===== config.mk =====
export PLATFORM = sky130hd
export DESIGN_NAME = jtag_resp_arbiter
export DESIGN_NICKNAME = d
export VERILOG_FILES = /design/src/rtl/jtag_resp_pkg.sv /design/src/rtl/rr_arbiter.sv /design/src/rtl/jtag_resp_arbiter.sv
export SDC_FILE = /design/constraint.sdc
export NUM_CORES = 1
export LEC_CHECK = 0
export CELL_PAD_IN_SITES_DETAIL_PLACEMENT = 1
export CELL_PAD_IN_SITES_GLOBAL_PLACEMENT = 2
export CORE_ASPECT_RATIO = 0.75
export CORE_UTILIZATION = 32
export DETAILED_ROUTE_END_ITERATION = 16
export PLACE_DENSITY_LB_ADDON = 0.15
export SYNTH_ARGS = -nofsm -noshare
export SYNTH_HDL_FRONTEND = slang
export SYNTH_HIERARCHICAL = 1
export SYNTH_SLANG_ARGS = --single-unit

===== constraint.sdc =====
create_clock -name clk_i -period 3.8 [get_ports clk_i]
set_input_delay 0.57 -clock clk_i [delete_from_list [all_inputs] [get_ports clk_i]]
set_output_delay 0.57 -clock clk_i [all_outputs]
set_load 0.03 [all_outputs]

===== src/rtl/jtag_resp_pkg.sv =====
// Shared types and constants for the JTAG response arbiter slice.
package jtag_resp_pkg;

    localparam int         BYTE_W         = 8;
    localparam logic [2:0] ACK_ID_DEFAULT = 3'd7;

    typedef enum logic {
        IDLE = 1'b0,
        HOLD = 1'b1
    } state_t;

endpackage


===== src/rtl/rr_arbiter.sv =====
// Combinational round-robin arbiter: the lowest requesting id at or above the
// pointer wins, otherwise the lowest requesting id below it (wrap-around).
module rr_arbiter #(
    parameter int N = 3
) (
    input  logic [N-1:0] req,
    input  logic [2:0]   ptr,
    output logic [N-1:0] grant,
    output logic [2:0]   id,
    output logic         valid
);

    // NOTE: every output gets a default before the search loops, so no path
    // through this block leaves a value unassigned and no latch is inferred.
    always_comb begin
        grant = '0;
        id    = '0;
        valid = 1'b0;
        for (int i = 0; i < N; i++) begin
            if (!valid && req[i] && (3'(i) >= ptr)) begin
                valid    = 1'b1;
                grant[i] = 1'b1;
                id       = 3'(i);
            end
        end
        for (int i = 0; i < N; i++) begin
            if (!valid && req[i] && (3'(i) < ptr)) begin
                valid    = 1'b1;
                grant[i] = 1'b1;
                id       = 3'(i);
            end
        end
    end

endmodule


===== src/rtl/jtag_resp_arbiter.sv =====
// Shares the JTAG response register among on-tile clients (round-robin, held
// until host ack or timeout) and routes host-written bytes to the addressed client.
module jtag_resp_arbiter
    import jtag_resp_pkg::*;
#(
    parameter int         NUM_REQ = 3,
    parameter logic [2:0] ACK_ID  = ACK_ID_DEFAULT,
    parameter int         TO_W    = 16,
    parameter int         TO_EN   = 1
) (
    input  logic                        clk_i,
    input  logic                        rst_i,
    input  logic                        reg_update_i,
    input  logic [BYTE_W-1:0]           reg_q_i,
    input  logic [2:0]                  reg_addr_q_i,
    output logic [BYTE_W-1:0]           reg_d_o,
    output logic [2:0]                  reg_addr_d_o,
    input  logic [NUM_REQ-1:0]          tx_req_i,
    input  logic [BYTE_W*NUM_REQ-1:0]   tx_data_i,
    output logic [NUM_REQ-1:0]          tx_ack_o,
    output logic [NUM_REQ-1:0]          rx_valid_o,
    output logic [BYTE_W-1:0]           rx_data_o,
    output logic                        timeout_o,
    output logic                        busy_o
);

    // Counter value during the (2^TO_W-1)th HOLD cycle; it reads 0 in the first.
    localparam logic [TO_W-1:0] TO_LAST = {{(TO_W-1){1'b1}}, 1'b0};
    localparam logic [TO_W-1:0] TO_MAX  = '1;

    logic                sync1, sync2, sync3;
    logic                upd_pulse;
    logic                ack_evt;
    logic [NUM_REQ-1:0]  rx_hit;

    state_t              state, state_nxt;
    logic [2:0]          rr_ptr, rr_ptr_nxt;
    logic [TO_W-1:0]     to_cnt, to_cnt_nxt;
    logic                grant_en, hold_exit, to_fire;

    logic [NUM_REQ-1:0]  arb_grant;
    logic [2:0]          arb_id;
    logic                arb_valid;
    logic [BYTE_W-1:0]   tx_byte;

    // NOTE: sequential state uses non-blocking assignments so every flop
    // samples pre-edge values regardless of statement order.
    always_ff @(posedge clk_i or posedge rst_i) begin
        if (rst_i) begin
            sync1 <= 1'b0;
            sync2 <= 1'b0;
            sync3 <= 1'b0;
        end else begin
            sync1 <= reg_update_i;
            sync2 <= sync1;
            sync3 <= sync2;
        end
    end

    assign upd_pulse = sync2 & ~sync3;

    always_comb begin
        rx_hit = '0;
        for (int i = 0; i < NUM_REQ; i++) begin
            rx_hit[i] = (reg_addr_q_i == 3'(i));
        end
    end

    // Host byte and address are stable by the time the synchronized strobe arrives.
    always_ff @(posedge clk_i or posedge rst_i) begin
        if (rst_i) begin
            rx_valid_o <= '0;
            rx_data_o  <= '0;
            ack_evt    <= 1'b0;
        end else begin
            rx_valid_o <= '0;
            ack_evt    <= 1'b0;
            if (upd_pulse) begin
                rx_valid_o <= rx_hit;
                ack_evt    <= (reg_addr_q_i == ACK_ID);
                if (|rx_hit) begin
                    rx_data_o <= reg_q_i;
                end
            end
        end
    end

    rr_arbiter #(
        .N (NUM_REQ)
    ) u_rr_arbiter (
        .req   (tx_req_i),
        .ptr   (rr_ptr),
        .grant (arb_grant),
        .id    (arb_id),
        .valid (arb_valid)
    );

    always_comb begin
        tx_byte = '0;
        for (int i = 0; i < NUM_REQ; i++) begin
            if (arb_grant[i]) begin
                tx_byte = tx_byte | tx_data_i[BYTE_W*i +: BYTE_W];
            end
        end
    end

    assign rr_ptr_nxt = (arb_id == 3'(NUM_REQ - 1)) ? 3'd0 : arb_id + 3'd1;

    always_comb begin
        state_nxt  = state;
        to_cnt_nxt = to_cnt;
        grant_en   = 1'b0;
        hold_exit  = 1'b0;
        to_fire    = 1'b0;
        case (state)
            IDLE: begin
                if (arb_valid) begin
                    state_nxt  = HOLD;
                    grant_en   = 1'b1;
                    to_cnt_nxt = '0;
                end
            end
            HOLD: begin
                // An ack landing on the timeout cycle takes priority.
                if (ack_evt) begin
                    state_nxt = IDLE;
                    hold_exit = 1'b1;
                end else if ((TO_EN != 0) && (to_cnt == TO_LAST)) begin
                    state_nxt = IDLE;
                    hold_exit = 1'b1;
                    to_fire   = 1'b1;
                end else if (to_cnt != TO_MAX) begin
                    to_cnt_nxt = to_cnt + TO_W'(1);
                end
            end
            default: state_nxt = IDLE;
        endcase
    end

    always_ff @(posedge clk_i or posedge rst_i) begin
        if (rst_i) begin
            state        <= IDLE;
            rr_ptr       <= '0;
            to_cnt       <= '0;
            reg_d_o      <= '0;
            reg_addr_d_o <= ACK_ID;
            tx_ack_o     <= '0;
            timeout_o    <= 1'b0;
        end else begin
            state     <= state_nxt;
            to_cnt    <= to_cnt_nxt;
            tx_ack_o  <= '0;
            timeout_o <= to_fire;
            if (grant_en) begin
                reg_d_o      <= tx_byte;
                reg_addr_d_o <= arb_id;
                tx_ack_o     <= arb_grant;
                rr_ptr       <= rr_ptr_nxt;
            end
            if (hold_exit) begin
                reg_addr_d_o <= ACK_ID;
            end
        end
    end

    assign busy_o = (state == HOLD);

endmodule


==> results.md <==
- Post-route cell area: between 3000 and 4000 um^2
- Worst-Margin Slew: 866.6 ps
- Yosys warnings: 6
- Synth Instances: 236
- Number of synthesized flops with an enable pin: 0
- Most used DFF post-synth: dfrtp_1
- Initial core utilization: about a third
- CP required: between 4000 and 5000 ps
- Post-CTS setup buffer count: 0
- CTS Sinks: 50
- Final setup vio count: 0
- Final core utilization: 45.48%
- Max Fclk: around 0.42 GHz
- Synth Register Bits: 50
- Async SR Flop Fraction: 100.0%
- Pwr dens: between 500 and 600 nW/um^2
- CP Launch Point: tx_req_i[1]
- Clock Latency Late Sink: between 300 and 400 ps
- Fin crit share: between 60% and 70%
- ANT nets after route: 0
- Final Max Slew Viols: 0
- Synthesis-to-finish area growth: 34.48%
- Placed cell areas: 3311 um^2
- Crit path capture type: register
- Maximum VDD drop: about 0.27 mV
- Drt wl/cell: around 16 um
- Share of cells above drive strength 1: approximately 11%
- CP Class: input pin to register
- Die Wd: roughly 100 um
- IO Count: between 60 and 70
- Worst min path class: register to register
- Largest net degree at the start of global routing: 39
- Global route overflow: 0
- Synth area leader: dfrtp_1
- Post-synth cell types: 54
- Synth Net Count: roughly 280
- Vias in the first global route: ~2200
- Final Power: around 1.9 mW
- CTS max path bufs: 2
- GP Congestion: between 0.7 and 0.8
- Hold Path Origin: sync1$_DFF_PP0_
- Die Y: between 70 and 80 um
- Placement Rows: 27
- Final Hold Fails: 0
- Iteration-0 DRC Markers: approximately 120
- Die area: approximately 8300 um^2
- Dpl hpwl: 4.988 mm
- Post-synthesis sequential area ratio: just under 50%
- Detailed-route wire length: approximately 6.6 mm
- LEAKAGE: ~1.5 nW
- Crit start category: input pin
- Placed Cells: roughly 400
- Data arrival time of the worst path: 2640 ps
- Final nets: between 300 and 400
- Fin Hold WS: around 360 ps
- Status: completed
- PnR worst setup slack: roughly 1400 ps
- Layout Cells excl Fill: around 410
- Final min period: roughly 2400 ps
- Post-synth top area share: a little under half
- First-pass GRT wire length: ~11 mm
- Initial antenna violation count: 0
- Dominant cells by area after synthesis: dfrtp_1 (46%), nand2_1 (3.7%), a222oi_1 (3.2%)
- Clock root buffer: clkbuf_8
- Most instantiated cells after synthesis: dfrtp_1 (47), nand2_1 (25), o21ai_0 (14)
- Unrepaired setup endpoints after global routing: false
- Hold_buf cts: 0
- FF-to-FF Start: busy_o$_DFF_PP0_
- TritonRoute pass-1 iters: 6
- Clock-pin slew on the worst setup and hold paths: 100 ps
- Post-Syn Area per Cell: about 11 um^2
- Fin Setup TNS: 0 ps
- DR vias: roughly 2100
- Vias/cell: 5.210
- GRT Total Usage: about 17%
- Number of port buffers: 67
- Pre-CTS setup slack: a little over 1000 ps
- Cell Area, Synth: roughly 2500 um^2
- DRC: 0
- Cts bufs inserted: 5
- CTS tree: yes
- Ant diodes: 0
- Max Cap Viol: 0
- Count leader, synth: dfrtp_1
- CTS H-tree lvls: 2
- Core region area: between 7000 and 8000 um^2
- Post-CTS sizing: 0
- Worst rel slew slack: around 42%
- Worst Path Max Fanout: 27
- Fillers: approximately 850
- Post-Route Skew: 9.137 ps
[placed cells by master (no fill, tap or decap), drive strengths merged, types with 5 or more instances in the layout]
master and instances:
a211o 5, nand2b 6, nor3 5, o21ai 15
nor4 5, or4 8, o211ai 9, inv 13
clkdlybuf4s50 67, nand4 5, dfrtp 47, a21oi 6
nand2 25, mux2i 7, mux2 8, a222oi 8
and3 5, nor2 6, clkbuf 6
[state kept, by name, summed over array words and instances (netlist names)]
register / count
to_cnt: 16
reg_d_o: 8
rx_data_o: 8
reg_addr_d_o: 3
rr_ptr: 3
rx_valid_o: 3
tx_ack_o: 3
ack_evt: 1
busy_o: 1
sync1: 1
sync2: 1
sync3: 1
timeout_o: 1
[layer usage]
layer  up-vias  global-route usage [%]  wire [um]  share of wire, %
met5         -                       0          0                 0
met4         0                   3.521         58              0.88
met3         6                   5.090        409               6.2
met2        59                   26.09       2881                44
met1      1019                   22.98       3220                49
li1       1026                       -          -                 -
[cells by family after synthesis]
kind of cell               share of synthesized area, %
xor gates and xnor gates                         0.3454
buffers and inverters                             3.700
other                                            0.1479
AOI/OAI and AO/OA                                 16.72
DFF                                               49.48
adders and majority gates                        0.9865
muxes                                             6.315
and+or+nand+nor                                   22.30
[worst paths after layout]
check | slack, ps | cells past startpoint | end
max | 1400 | 5 | reg_addr_d_o[1]$_DFFE_PP1P_
max reg2reg | 1500 | 4 | to_cnt[14]$_DFFE_PP0P_
min reg2reg | 360 | 0 | sync2$_DFF_PP0_
min in group asynchronous | 710 | 2 | rr_ptr[1]$_DFFE_PP0P_
max in group asynchronous | 2470 | 3 | to_cnt[4]$_DFFE_PP0P_
min | 360 | 0 | sync2$_DFF_PP0_
[report_power, final]
group,internal [mW],switching [mW]
clock network,0.150,0.187
logic,0.342,0.446
registers,0.667,0.126
total,1.16,0.759
[layout make-up]
class                      instances  area, um^2  share of cell area (%)
sequential                        50        1255                   36.79
multi-input combinational        163        1187                   34.81
timing repair buffer              70       693.2                   20.32
tap                              101       126.4                   3.705
clock buffer                       6       82.58                   2.421
inverter                          13       48.80                   1.431
clock inverter                     2       17.52                  0.5136
[critical path: stages]
cell and delay [ps]:
clkdlybuf4s50_1 510, or3_1 500, nand2_1 700, mux2i_1 250, o21ai_0 110
Note: power is estimated with default switching activity, not from simulation.
